[src/rtl/io_deser_pkg.sv]
// Shared definitions for the IO-side serial/parallel converters.
//   state_t    : framing FSM states (IDLE, DATA, STOP)
//   START_LVL  : line level of a start bit
//   STOP_LVL   : line level of a stop bit
//   cnt_width  : bit-counter width for a given word width
package io_deser_pkg;

  typedef enum logic [1:0] {
    IDLE,
    DATA,
    STOP
  } state_t;

  localparam logic START_LVL = 1'b0;
  localparam logic STOP_LVL  = 1'b1;

  // Counter must hold 0..WIDTH-1; never narrower than one bit.
  function automatic int cnt_width(input int w);
    return (w < 2) ? 1 : $clog2(w);
  endfunction

endpackage

[src/rtl/io_deser_obuf.sv]
// Single-entry valid/ready holding register with overflow detect.
//   clk, rst  : clock, asynchronous active-high reset
//   wr, wdata : offer of a new word (one-cycle strobe)
//   dout      : held word, stable while dvalid=1
//   dvalid    : word available
//   dready    : consumer accepts the held word this cycle
//   ovf_evt   : new word dropped because the entry is full and not draining
module io_deser_obuf #(
  parameter int WIDTH = 8
) (
  input  logic             clk,
  input  logic             rst,
  input  logic             wr,
  input  logic [WIDTH-1:0] wdata,
  output logic [WIDTH-1:0] dout,
  output logic             dvalid,
  input  logic             dready,
  output logic             ovf_evt
);

  assign ovf_evt = wr && dvalid && !dready;

  always_ff @(posedge clk or posedge rst) begin
    if (rst) begin
      dout   <= '0;
      dvalid <= 1'b0;
    end else if (wr && (!dvalid || dready)) begin
      dout   <= wdata;
      dvalid <= 1'b1;
    end else if (dvalid && dready) begin
      dvalid <= 1'b0;
    end
  end

endmodule

[src/rtl/io_in_deser.sv]
// Framed serial-to-parallel deserializer fed by the IO input register cell.
//   IQC     : clock shared with the input cell
//   QRT     : asynchronous active-high reset
//   SIN     : serial bit (input cell IQZ), sampled when EN=1
//   EN      : bit strobe
//   DOUT    : received word, stable while DVALID=1
//   DVALID  : word available
//   DREADY  : consumer accepts the word
//   BUSY    : frame in progress
//   FERR    : sticky framing error (bad stop bit)
//   OVF     : sticky overflow (good word arrived while buffer full)
//   ERR_CLR : synchronous clear of FERR and OVF; a same-cycle set wins
module io_in_deser
  import io_deser_pkg::*;
#(
  parameter int WIDTH     = 8,
  parameter bit MSB_FIRST = 1'b0
) (
  input  logic             IQC,
  input  logic             QRT,
  input  logic             SIN,
  input  logic             EN,
  output logic [WIDTH-1:0] DOUT,
  output logic             DVALID,
  input  logic             DREADY,
  output logic             BUSY,
  output logic             FERR,
  output logic             OVF,
  input  logic             ERR_CLR
);

  localparam int CW = cnt_width(WIDTH);

  state_t           state;
  logic [CW-1:0]    cnt;
  logic [WIDTH-1:0] shreg;
  logic             good;
  logic             ovf_evt;

  // good is registered; shreg stays untouched until the next frame's first
  // data strobe, at least two edges later, so it can feed the buffer directly.
  always_ff @(posedge IQC or posedge QRT) begin
    if (QRT) begin
      state <= IDLE;
      cnt   <= '0;
      shreg <= '0;
      good  <= 1'b0;
      FERR  <= 1'b0;
    end else begin
      good <= 1'b0;
      if (ERR_CLR) FERR <= 1'b0;
      if (EN) begin
        case (state)
          IDLE: begin
            if (SIN == START_LVL) begin
              state <= DATA;
              cnt   <= '0;
            end
          end
          DATA: begin
            shreg <= MSB_FIRST ? {shreg[WIDTH-2:0], SIN} : {SIN, shreg[WIDTH-1:1]};
            if (cnt == CW'(WIDTH - 1)) state <= STOP;
            else                       cnt   <= cnt + 1'b1;
          end
          STOP: begin
            state <= IDLE;
            if (SIN == STOP_LVL) good <= 1'b1;
            else                 FERR <= 1'b1;
          end
          default: state <= IDLE;
        endcase
      end
    end
  end

  always_ff @(posedge IQC or posedge QRT) begin
    if (QRT)          OVF <= 1'b0;
    else if (ovf_evt) OVF <= 1'b1;
    else if (ERR_CLR) OVF <= 1'b0;
  end

  assign BUSY = (state != IDLE);

  io_deser_obuf #(.WIDTH(WIDTH)) u_obuf (
    .clk     (IQC),
    .rst     (QRT),
    .wr      (good),
    .wdata   (shreg),
    .dout    (DOUT),
    .dvalid  (DVALID),
    .dready  (DREADY),
    .ovf_evt (ovf_evt)
  );

endmodule

[config.mk]
export PLATFORM = sky130hd
export DESIGN_NAME = io_in_deser
export DESIGN_NICKNAME = d
export VERILOG_FILES = /design/src/rtl/io_deser_pkg.sv /design/src/rtl/io_deser_obuf.sv /design/src/rtl/io_in_deser.sv
export SDC_FILE = /design/constraint.sdc
export NUM_CORES = 1
export LEC_CHECK = 0
export CAP_MARGIN = 5
export CORE_MARGIN = 8
export CORE_UTILIZATION = 52
export DETAILED_ROUTE_END_ITERATION = 10
export PLACE_DENSITY_LB_ADDON = 0.3
export SLEW_MARGIN = 40
export SYNTH_ARGS = -nofsm -noshare
export SYNTH_HDL_FRONTEND = slang
export SYNTH_SLANG_ARGS = --single-unit
[constraint.sdc]
create_clock -name IQC -period 2.2 [get_ports IQC]
set_input_delay 0.66 -clock IQC [delete_from_list [all_inputs] [get_ports IQC]]
set_output_delay 0.66 -clock IQC [all_outputs]
set_load 0.05 [all_outputs]
---- After elaboration in Yosys (flattened, before gate mapping) ----
Index checks and enable logic that the tools add are counted.
W data, S select, Z words.
storage, ports and cells
  register bits after elaboration ......... 25
  bits of input ports ..................... 6
  output and inout bits ................... 12
  logic and storage cells ................. 47
cells by class
  add/sub/neg operators ................... 1
  eq/ne operators ......................... 6
  muxes and demuxes ....................... 17
  reductions and logical operators ........ 15
operators by type and width
  operator               number
  $mux W1                11
  $reduce_bool A2 Y1     4
  $mux W3                2
  $ne A2 B2 Y1 const B   3
  $pmux W3 S2            1
  $logic_and A1 B1 Y1    4
  $mux W2                2
  $pmux W2 S2            1
  $reduce_and A4 Y1      1
  $add A3 B1 Y3 const B  1
  $eq A3 B3 Y1 const B   1
  $reduce_and A3 Y1      1
  $eq A2 B1 Y1 const B   1
  $eq A2 B2 Y1 const B   1
  $logic_not A1 Y1       2
  $logic_not A2 Y1       1
  $reduce_and A2 Y1      1
  $logic_or A1 B1 Y1     1

---- Longest topological paths before layout ----
  word-level depth ........................ 4
  gate-level depth with buffers ........... 5
  mapped depth without buffers ............ 5

---- By module ----
From an unflattened synthesis, not the netlist that was laid out.
unflattened totals
  cells, all modules ...................... 75
  area, all modules ....................... 1077.3 um2
by module, submodules not included
  module         times used  cells an instance  area each (um2)
  io_in_deser    1           52                 691.9
  io_deser_obuf  1           23                 385.4

---- Worst setup path before layout ----
No wires, ideal clock.
  path type ............................... register -> output
  start point ............................. reg state[0]
  end point ............................... out BUSY
  arrival time ............................ 892 ps
  data required time ...................... 1540 ps
  setup slack ............................. 648 ps
  stages on the path, launching flop included .. 3
  path through ............................ dfrtp_1 > buf_6 > or2_2
on the way
  word-level cells in the longest chain between the ends .. 1
ends and longest elaborated chain
  element                 line               RTL
  start, declared         io_in_deser.sv:34  state_t state;
  start signal, assigned  io_in_deser.sv:44  state <= IDLE;
  start signal, assigned  io_in_deser.sv:56  state <= DATA;
  start signal, assigned  io_in_deser.sv:62  if (cnt == CW'(WIDTH - 1)) state <= STOP;
  $reduce_bool A2 Y1      io_in_deser.sv:82  assign BUSY = (state != IDLE);
  end, declared           io_in_deser.sv:26  output logic BUSY,
Every way passes these cells.

---- Worst setup path in the final report ----
  start point ............................. reg u_obuf.dout[7]
  end point ............................... out DOUT[7]
RTL lines
  element                 line                 RTL
  start, declared         io_deser_obuf.sv:15  output logic [WIDTH-1:0] dout,
  start signal, assigned  io_deser_obuf.sv:28  dout <= wdata;
  end, declared           io_in_deser.sv:23    output logic [WIDTH-1:0] DOUT,
No word-level cell between the ends.

==> results.ini <==
[placed_design]
place_congestion = 0.681
buffer_ports.inserted = 17
post-place-cells = 120
detailedPlacementHpwl_um = 1260
postPlaceCellArea_um2 = 1230

[yosys]
post_synth.cell_area_avg_um2 = 13.7
yosys.cell_types.count = 19
synth.top_cells.by_area = sky130_fd_sc_hd__dfrtp_1, sky130_fd_sc_hd__mux2_2, sky130_fd_sc_hd__mux2i_1
synth_compound_area_share_pct = 3.37
ys.warnings.count = 0
synth_adder_area_share_pct = 2.41
synthDominantCellAreaShare_pct = 60.2
yosys.area_share.simple_pct = 8.78
synth_top_family_by_area = multiplexers
syn-num-nets = 84
ys_dominant_reg_cell = sky130_fd_sc_hd__dfrtp_1
synth_sequential_area_ratio_pct = 60.2
synthesis.area_um2 = 1040
synthMuxAreaShare_pct = 21.7
synth.largest_area_cell = sky130_fd_sc_hd__dfrtp_1
syn-instance-count = 76
yosys.area_share.xor_xnor_pct = 0
yosys-top-cells-count = sky130_fd_sc_hd__dfrtp_1, sky130_fd_sc_hd__mux2_2, sky130_fd_sc_hd__inv_1, sky130_fd_sc_hd__nand2_1, sky130_fd_sc_hd__mux2i_1
synth_seq_cells = 25
post-synth-top-count-cell = sky130_fd_sc_hd__dfrtp_1
synth_async_sr_flop_share_pct = 100
number_of_enable_flip_flop_cells_after_synthesis = 0

[timing]
worst_slew_margin_rel_pct = 66.0
post_layout_min_period_ns = 2.14
timing_hold_violations_final = 0
total_negative_slack_ns = 0
report.final.setup_viol = 0
fmax_mhz = 467
final-max-slew-violation-count = 0
grt_setup_unrepaired = false
finalCritPeriodShare_pct = 97.3
clock_skew_ns = 0.00699
worst_slew_pin_slew_ns = 0.508

[global_route]
gr-total-overflow = 0
grt_max_degree = 26
antenna_found_initial = 0
grt_pass1_vias = 602
grt_util_all_layers_pct = 9.72
first_pass_grt_wire_length_um = 2700

[drt]
met2WireLength_um = 816
detailroute.wirelength.met3_um = 102
antenna_left = 0
drcViolationCount = 0
routed_via_density = 4.95
highest-signal-layer = met4
routed_via_count = 614
postRouteWirelength_um = 1660
wirelength_met1_um = 726
wire_per_inst_um = 13.4
detailedRoute.firstPassIterationCount = 2
initialDrtViolationCount = 4

[clocking]
post-cts-setup-buffers = 0
cts_made_buffers = 3
clk_path_buf_depth = 2
cts.sink_count = 25
htreeDepth = 1
clock-root-buffer = sky130_fd_sc_hd__clkbuf_4
clkTransAtPathRegs_ns = 0.13
cts_tree = built
clock_insertion_delay_worst_skew_ns = 0.30

[die]
design.core.area_um2 = 1920
boundaryPins = 18
initial_cell_density_of_the_core_pct = 54.1
die_area_um2 = 3690
die_h_um = 60.7
die_width_um = 60.7
num_rows = 16

[min_path]
timing.hold.worst_path_depth = 2
hold_end = u_obuf.dvalid
holdCritPathClass = flip-flop to flip-flop
hold_path_startpoint = good

[layout]
layout-area-overhead-vs-synth_pct = 21.3
final_util_pct = 65.6
fill_cells = 157
layout.area.seq_um2 = 626
multi_input_area_um2 = 377
fin_cells = 124
finalNetCount = 106
final_area_um2 = 1260
antenna_diode_count = 0
final_layout_size_suffix_gt1_share_pct = 28.9

[job]
maxCapViolCount = 0

[power_and_ir_drop]
power.ir.vdd_worst_uv = 691
powerDensity_nw_per_um2 = 1090
static-leakage-power_nw = 0.634
fin_total_pwr_mw = 1.37

[status]
run_status = complete, no violations

[critical_path]
rrSetupSlack_ns = 0.63
crit_required_ns = 1.54
cpPeakStageDelay_ns = 0.81
worst_path_top_cell_family_by_delay = buffers and inverters
rr_startpoint = cnt[0]
critical_path_buf_inv_count = 1
cp.arrival_ns = 1.48
timing.critical_path.fanout_max = 2
worst_path_max_delay_cell = sky130_fd_sc_hd__clkdlybuf4s50_1
reg2reg_depth = 5
regToRegEndpoint = cnt[0]
critical_path.cell_chain = clkdlybuf4s50_1
worstSetupPathType = flip-flop to output port
cp_startpoint_kind = flip-flop
endpoint_kind = output port

-- per-stage QoR --
step / setup WS (ns) / hold slack (ns)
2_1_floorplan: 0.648 / 0.440
3_3_place_gp: 0.198 / 0.461
3_5_place_dp: 0.176 / 0.468
4_1_cts: 0.0330 / 0.498
5_1_grt: 0.00411 / 0.514
6_report: 0.0585 / 0.489
-- metal layers --
metal,vias up,global-route usage (%)
met5,-,0
met4,0,3.99
met3,2,2.54
met2,10,16.3
met1,299,11.5
li1,303,-
-- layout make-up --
class / instances / share of cell area [%]
tap: 27 / 2.68
sequential: 25 / 49.6
multi-input combinational: 43 / 29.9
timing repair buffer: 18 / 13.7
inverter: 7 / 2.08
clock buffer: 4 / 2.08
-- tightest hold or removal path: stages, from the launching register on --
cell and delay [ns]:
sky130_fd_sc_hd__dfrtp_1 0.36, sky130_fd_sc_hd__inv_1 0.05, sky130_fd_sc_hd__nand2_1 0.05
-- kinds of logic (layout without fill, tap and decap cells) --
family / count (synthesis) / in the layout
buffers and inverters: 8 / 29
flip-flops: 25 / 25
AO/OA/AOI/OAI: 5 / 5
adder cells (fa/ha/maj): 2 / 2
multiplexers: 20 / 20
AND/OR/NAND/NOR: 16 / 16
-- worst max path at each step --
stage | start | endpoint | depth (start not counted)
after floorplan | state[0] | BUSY | 2
after global placement | DREADY | u_obuf.dout[4] | 4
after detailed placement | DREADY | u_obuf.dout[1] | 4
after CTS | u_obuf.dout[7] | DOUT[7] | 1
after global routing | u_obuf.dout[7] | DOUT[7] | 1
final | u_obuf.dout[7] | DOUT[7] | 1
-- cell usage in the layout (no fill, tap or decap) --
master and n:
sky130_fd_sc_hd__clkbuf_4 3, sky130_fd_sc_hd__o22ai_1 2, sky130_fd_sc_hd__clkdlybuf4s50_1 13, sky130_fd_sc_hd__dlymetal6s2s_1 1, sky130_fd_sc_hd__mux2_4 1, sky130_fd_sc_hd__nor3_1 1, sky130_fd_sc_hd__mux2_2 16, sky130_fd_sc_hd__mux2i_1 3
sky130_fd_sc_hd__nand2_1 7, sky130_fd_sc_hd__nor2b_4 1, sky130_fd_sc_hd__nor2_1 1, sky130_fd_sc_hd__ha_1 2, sky130_fd_sc_hd__clkbuf_1 1, sky130_fd_sc_hd__o41ai_1 2, sky130_fd_sc_hd__buf_4 4, sky130_fd_sc_hd__or2_2 1
sky130_fd_sc_hd__or2b_1 1, sky130_fd_sc_hd__nand2b_1 2, sky130_fd_sc_hd__o21ai_0 1, sky130_fd_sc_hd__dfrtp_1 25, sky130_fd_sc_hd__nand3_2 1, sky130_fd_sc_hd__nand2_2 1, sky130_fd_sc_hd__inv_1 7
-- report_power, final --
| group | switching (mW) | internal, mW | total (mW) | leakage (nW) |
|---|---|---|---|---|
| logic | 0.255 | 0.244 | 0.499 | 0.295 |
| clock network | 0.119 | 0.0705 | 0.189 | 0.0150 |
| registers | 0.0937 | 0.592 | 0.685 | 0.324 |
-- sequential cells by signal (all words and copies together) (netlist names) --
name	cells
FERR	1
OVF	1
cnt	3
good	1
shreg	8
state	2
u_obuf.dout	8
u_obuf.dvalid	1
-- repair_timing --
item,in CTS,in global routing
endpoints found under the hold margin,0,0
endpoints found under the setup margin,0,1
hold buffers,0,0
gates resized for setup,0,1
No activity file was read; power rests on OpenSTA's default activity.
